File: config.mk
export PLATFORM = sky130hd
export DESIGN_NAME = decoder_arm_ldm_seq
export DESIGN_NICKNAME = d
export VERILOG_FILES = /design/src/rtl/decoder_arm_ldm_seq.sv
export SDC_FILE = /design/constraint.sdc
export NUM_CORES = 1
export LEC_CHECK = 0
export BUFFER_PORTS_ARGS = -buffer_cell sky130_fd_sc_hd__buf_2
export CORE_MARGIN = 4
export CORE_UTILIZATION = 45
export CTS_CLUSTER_DIAMETER = 60
export DETAILED_ROUTE_END_ITERATION = 12
export PLACE_DENSITY_LB_ADDON = 0.15
export SYNTH_ARGS = -nofsm -noshare
export SYNTH_HDL_FRONTEND = slang
export SYNTH_SLANG_ARGS = --single-unit
File: constraint.sdc
create_clock -name clk -period 8.64 [get_ports clk]
set_input_delay 1.728 -clock clk [delete_from_list [all_inputs] [get_ports clk]]
set_output_delay 1.728 -clock clk [all_outputs]
set_load 0.05 [all_outputs]
File: src/rtl/decoder_arm_ldm_seq.sv
// Block-transfer (LDM/STM) micro-op sequencer: expands one register-list
// instruction into per-register address/register micro-ops plus base writeback.
module decoder_arm_ldm_seq #(
  parameter int unsigned NREG = 16,
  parameter int unsigned AW   = 32,
  parameter int unsigned WB   = 4
) (
  input  logic                    clk,
  input  logic                    rst,
  input  logic                    start,
  input  logic                    cond_pass,
  input  logic [NREG-1:0]         rlist,
  input  logic [$clog2(NREG)-1:0] rn_id,
  input  logic [AW-1:0]           base,
  input  logic                    ldm_p,
  input  logic                    ldm_u,
  input  logic                    ldm_w,
  input  logic                    ldm_l,
  input  logic                    stall,
  output logic                    ready,
  output logic                    uop_valid,
  output logic [AW-1:0]           uop_addr,
  output logic [$clog2(NREG)-1:0] uop_reg,
  output logic                    uop_load,
  output logic                    uop_last,
  output logic                    done,
  output logic                    wb_en,
  output logic [$clog2(NREG)-1:0] wb_id,
  output logic [AW-1:0]           wb_data
);

  localparam int unsigned RW = $clog2(NREG);
  localparam int unsigned CW = $clog2(NREG + 1);

  typedef enum logic [1:0] {IDLE, XFER, FIN} state_e;

  function automatic logic [RW-1:0] lowest_idx(input logic [NREG-1:0] v);
    lowest_idx = '0;
    for (int i = NREG - 1; i >= 0; i--) begin
      if (v[i]) lowest_idx = RW'(i);
    end
  endfunction

  function automatic logic [CW-1:0] count_ones(input logic [NREG-1:0] v);
    count_ones = '0;
    for (int i = 0; i < NREG; i++) begin
      count_ones = count_ones + CW'(v[i]);
    end
  endfunction

  state_e          state_q, state_d;
  logic [NREG-1:0] rem_q, rem_d;
  logic            noop_q, noop_d;
  logic            wbc_q, wbc_d;
  logic            ready_q, ready_d;
  logic            uop_valid_q, uop_valid_d;
  logic [AW-1:0]   uop_addr_q, uop_addr_d;
  logic [RW-1:0]   uop_reg_q, uop_reg_d;
  logic            uop_load_q, uop_load_d;
  logic            uop_last_q, uop_last_d;
  logic            done_q, done_d;
  logic            wb_en_q, wb_en_d;
  logic [RW-1:0]   wb_id_q, wb_id_d;
  logic [AW-1:0]   wb_data_q, wb_data_d;

  logic [CW-1:0]   n_c;
  logic [AW-1:0]   span_c;
  logic [AW-1:0]   start_addr_c;
  logic            exec_c;

  // Instruction decode of the incoming request (only consumed in IDLE)
  always_comb begin
    n_c    = count_ones(rlist);
    span_c = AW'(WB) * AW'(n_c);
    exec_c = cond_pass && (n_c != '0);
    unique case ({ldm_p, ldm_u})
      2'b01:   start_addr_c = base;
      2'b11:   start_addr_c = base + AW'(WB);
      2'b00:   start_addr_c = base - span_c + AW'(WB);
      default: start_addr_c = base - span_c;
    endcase
  end

  always_comb begin
    state_d    = state_q;
    rem_d      = rem_q;
    noop_d     = noop_q;
    wbc_d      = wbc_q;
    uop_addr_d = uop_addr_q;
    uop_load_d = uop_load_q;
    wb_id_d    = wb_id_q;
    wb_data_d  = wb_data_q;

    unique case (state_q)
      IDLE: begin
        if (start) begin
          uop_load_d = ldm_l;
          wb_id_d    = rn_id;
          wb_data_d  = ldm_u ? (base + span_c) : (base - span_c);
          wbc_d      = ldm_w && exec_c && !(ldm_l && rlist[rn_id]);
          if (exec_c) begin
            state_d    = XFER;
            rem_d      = rlist;
            uop_addr_d = start_addr_c;
          end else begin
            // No-op path spends an extra FIN cycle so done lands 2 cycles after start
            state_d = FIN;
            rem_d   = '0;
            noop_d  = 1'b1;
          end
        end
      end
      XFER: begin
        if (!stall) begin
          rem_d      = rem_q & (rem_q - NREG'(1));
          uop_addr_d = uop_addr_q + AW'(WB);
          if (uop_last_q) state_d = FIN;
        end
      end
      FIN: begin
        if (noop_q) noop_d = 1'b0;
        else        state_d = IDLE;
      end
      default: state_d = IDLE;
    endcase

    ready_d     = (state_d == IDLE);
    uop_valid_d = (state_d == XFER);
    uop_reg_d   = lowest_idx(rem_d);
    uop_last_d  = (state_d == XFER) && ((rem_d & (rem_d - NREG'(1))) == '0);
    done_d      = (state_d == FIN) && !noop_d;
    wb_en_d     = done_d && wbc_d;
  end

  always_ff @(posedge clk) begin
    if (rst) begin
      state_q     <= IDLE;
      rem_q       <= '0;
      noop_q      <= 1'b0;
      wbc_q       <= 1'b0;
      ready_q     <= 1'b1;
      uop_valid_q <= 1'b0;
      uop_addr_q  <= '0;
      uop_reg_q   <= '0;
      uop_load_q  <= 1'b0;
      uop_last_q  <= 1'b0;
      done_q      <= 1'b0;
      wb_en_q     <= 1'b0;
      wb_id_q     <= '0;
      wb_data_q   <= '0;
    end else begin
      state_q     <= state_d;
      rem_q       <= rem_d;
      noop_q      <= noop_d;
      wbc_q       <= wbc_d;
      ready_q     <= ready_d;
      uop_valid_q <= uop_valid_d;
      uop_addr_q  <= uop_addr_d;
      uop_reg_q   <= uop_reg_d;
      uop_load_q  <= uop_load_d;
      uop_last_q  <= uop_last_d;
      done_q      <= done_d;
      wb_en_q     <= wb_en_d;
      wb_id_q     <= wb_id_d;
      wb_data_q   <= wb_data_d;
    end
  end

  assign ready     = ready_q;
  assign uop_valid = uop_valid_q;
  assign uop_addr  = uop_addr_q;
  assign uop_reg   = uop_reg_q;
  assign uop_load  = uop_load_q;
  assign uop_last  = uop_last_q;
  assign done      = done_q;
  assign wb_en     = wb_en_q;
  assign wb_id     = wb_id_q;
  assign wb_data   = wb_data_q;

endmodule

==> flow_summary.ini <==
[status]
status = finished clean

[timing]
fmax_mhz = 126
fin_hold_ws_ns = 0.448
tns_ns = 0
hold_viol = 0
finalSetupViolations = 0
period_share_pct = 91.9
slew_headroom_pct = 35.7
min_period_ns = 7.94
worst_pin_slew_ns = 0.940
finalMaxSlewViolations = 0
grt_setup_unrepaired = no
skew_ns = 0.00974

[power]
peakVddDrop_mv = 0.196
leakage_uw = 0.00393
power_density_nw_per_um2 = 296

[die]
start_util_pct = 46.2
die_y_um = 150
num_rows = 51
dieArea_um2 = 22500
pin_count = 139
die_x_um = 150
core_area_um2 = 19700

[layout]
n_fill_cell = 2028
nets = 1440
area_growth_pct = 12.8
diodes = 0
post-route-util_pct = 52.1
multiInputGateArea_um2 = 6560
instances_no_fill = 1615
layout-drive-gt1-share_pct = 16.6
register_area_um2 = 1960

[synthesis]
yosysTopAreaCell = dfxtp_1
ys_types = 98
synth-edff-count = 0
async_reset_ff_share_pct = 0
ys.flop_type = dfxtp_1
syn_nets = 1354
synth_warnings = 0
synthTopCellsByArea = dfxtp_1 22%, nand2_1 7.0%, a21oi_1 6.4%
synth_top_area_share_pct = 21.6
syn_area_um2 = 9080
postSynthAreaPerCell_um2 = 7.21
synth.most_common_cell = nand2_1
synthCells = 1260
synth_top_cells_by_count = 170 x nand2_1, 116 x a21oi_1, 98 x dfxtp_1
ys_ff_latch = 98
seq_area_frac_synth_pct = 21.6

[setup_path]
required_ns = 8.91
startpoint_type = primary input
rr_startpoint = state_q[0]
cp_max_fo = 14
regToRegEndpoint = uop_last
worstPathArrival_ns = 8.21
r2r_slack_ns = 4.43
crit_family = adder cells
critPathBufInv = 8
worst_setup_path_end_kind = flip-flop
r2r_cells = 10
cp.depth = 25
slowest_delay_ns = 0.54
cp_slowest_cell = fa_1
criticalPathCategory = in2reg

[detailed_routing]
wl_mm = 31.5
postRouteAntennaNets = 0
drc_errors = 0
first_iter_violations = 1033
wl_per_cell_um = 19.5
drtPass1Iterations = 5
via_per_inst = 6.22
vias = 10052

[global_route]
overflow = 0
grt_pass1_vias = 9133
grt_max_degree = 54
grt_pass1_wl_mm = 49.6
grt_usage_pct = 27.5
antenna_found_initial = 0

[clock_network]
cts_hold_buf = 0
cts_tree = built
htreeDepth = 3
cts_buffers = 9
cts_setup_buffers = 0
clk_latency_ns = 0.36
cts_resized = 0
clock_sinks = 98
cts_buffer_depth = 2
clk_pin_slew_ns = 0.08
cts-root-buf = clkbuf_16

[flow_run]
maxCapViolations = 0

[place]
globalplace.congestion = 0.991
dp_hpwl_mm = 24.0
numPortBuffers = 138
dp.cells = 1600

[min_path]
min-delay-path-class = reg2reg
hold_path.startpoint = wb_data[14]
hold_path_depth = 2
worstHoldEndpoint = wb_data[14]
-- worst max path at each step --
| stage | startpoint | to | slack (ns) |
|---|---|---|---|
| floorplan | rlist[5] | uop_addr[27] | 1.03 |
| global placement | rlist[11] | uop_addr[25] | 0.45 |
| detailed placement | rlist[11] | uop_addr[21] | 0.38 |
| CTS | rlist[11] | uop_addr[21] | 0.72 |
| global route | rlist[7] | uop_addr[21] | 0.35 |
| finish | rlist[11] | uop_addr[27] | 0.70 |
-- layout by cell type, fill, tap and decap left out, types with 11 or more instances in the layout --
cell type  Yosys  layout
nand2_1      170     170
buf_2          9     137
a21oi_1      116     116
dfxtp_1       98      98
nor2_1        96      96
o21ai_0       63      63
inv_1         53      53
xnor2_1       48      48
nand3_1       43      43
nor3_1        42      42
buf_4          0      29
a211oi_1      26      25
xor2_1        22      22
nand4_1       21      21
nor4_1        21      21
a31oi_1       21      21
ha_1          21      21
and2_1        19      19
a21o_1        16      16
or3_1         16      16
o22ai_1       13      13
nand2b_1      12      12
fa_1          12      12
mux2i_1       11      11
nor2b_1       11      11
-- per-layer routing --
layer	GRT usage [%]	share of wire (%)
met1	38.7	44
met2	43.8	45
met3	3.91	7.6
met4	7.91	2.7
met5	0	0
-- report_power, final --
part | leakage [uW] | switching [uW] | total, uW | internal [uW]
Sequential | 0.000804 | 101 | 661 | 560
Clock | 0.000126 | 202 | 400 | 198
Combinational | 0.00300 | 1350 | 1970 | 616
-- through the flow --
stage	total power, uW	instance area (um^2)	setup slack [ns]
finish	3030	10200	0.700
global route	3240	10200	0.345
CTS	3010	10200	0.722
detailed placement	2600	9960	0.377
global placement	2590	9960	0.449
floorplan	2090	9080	1.03
-- cell families (layout without fill, tap and decap cells) --
kind of cell	count (synthesis)	count (layout)	synth area share, %
flip-flops	98	98	21.6
XOR/XNOR	70	70	6.75
AO/OA/AOI/OAI	376	376	27.7
multiplexers	18	18	2.70
buffers and inverters	146	236	6.32
adder cells (fa/ha/maj)	34	34	5.65
AND/OR/NAND/NOR	518	518	29.3
-- worst min-delay path, delay by kind of cell (launching register included) --
kind	cells	cell delay, ns
AND/OR/NAND/NOR	1	0.05
AO/OA/AOI/OAI	1	0.05
flip-flops	1	0.31
-- layout make-up --
| cell class | count | area share, % |
|---|---|---|
| Inverter | 55 | 2.02 |
| Clock inverter | 6 | 0.550 |
| Timing Repair Buffer | 166 | 8.82 |
| Sequential cell | 98 | 19.2 |
| Multi-Input combinational cell | 1016 | 64.0 |
| Tap cell | 265 | 3.24 |
| Clock buffer | 9 | 2.20 |
Note: power is estimated with default switching activity, not from simulation.
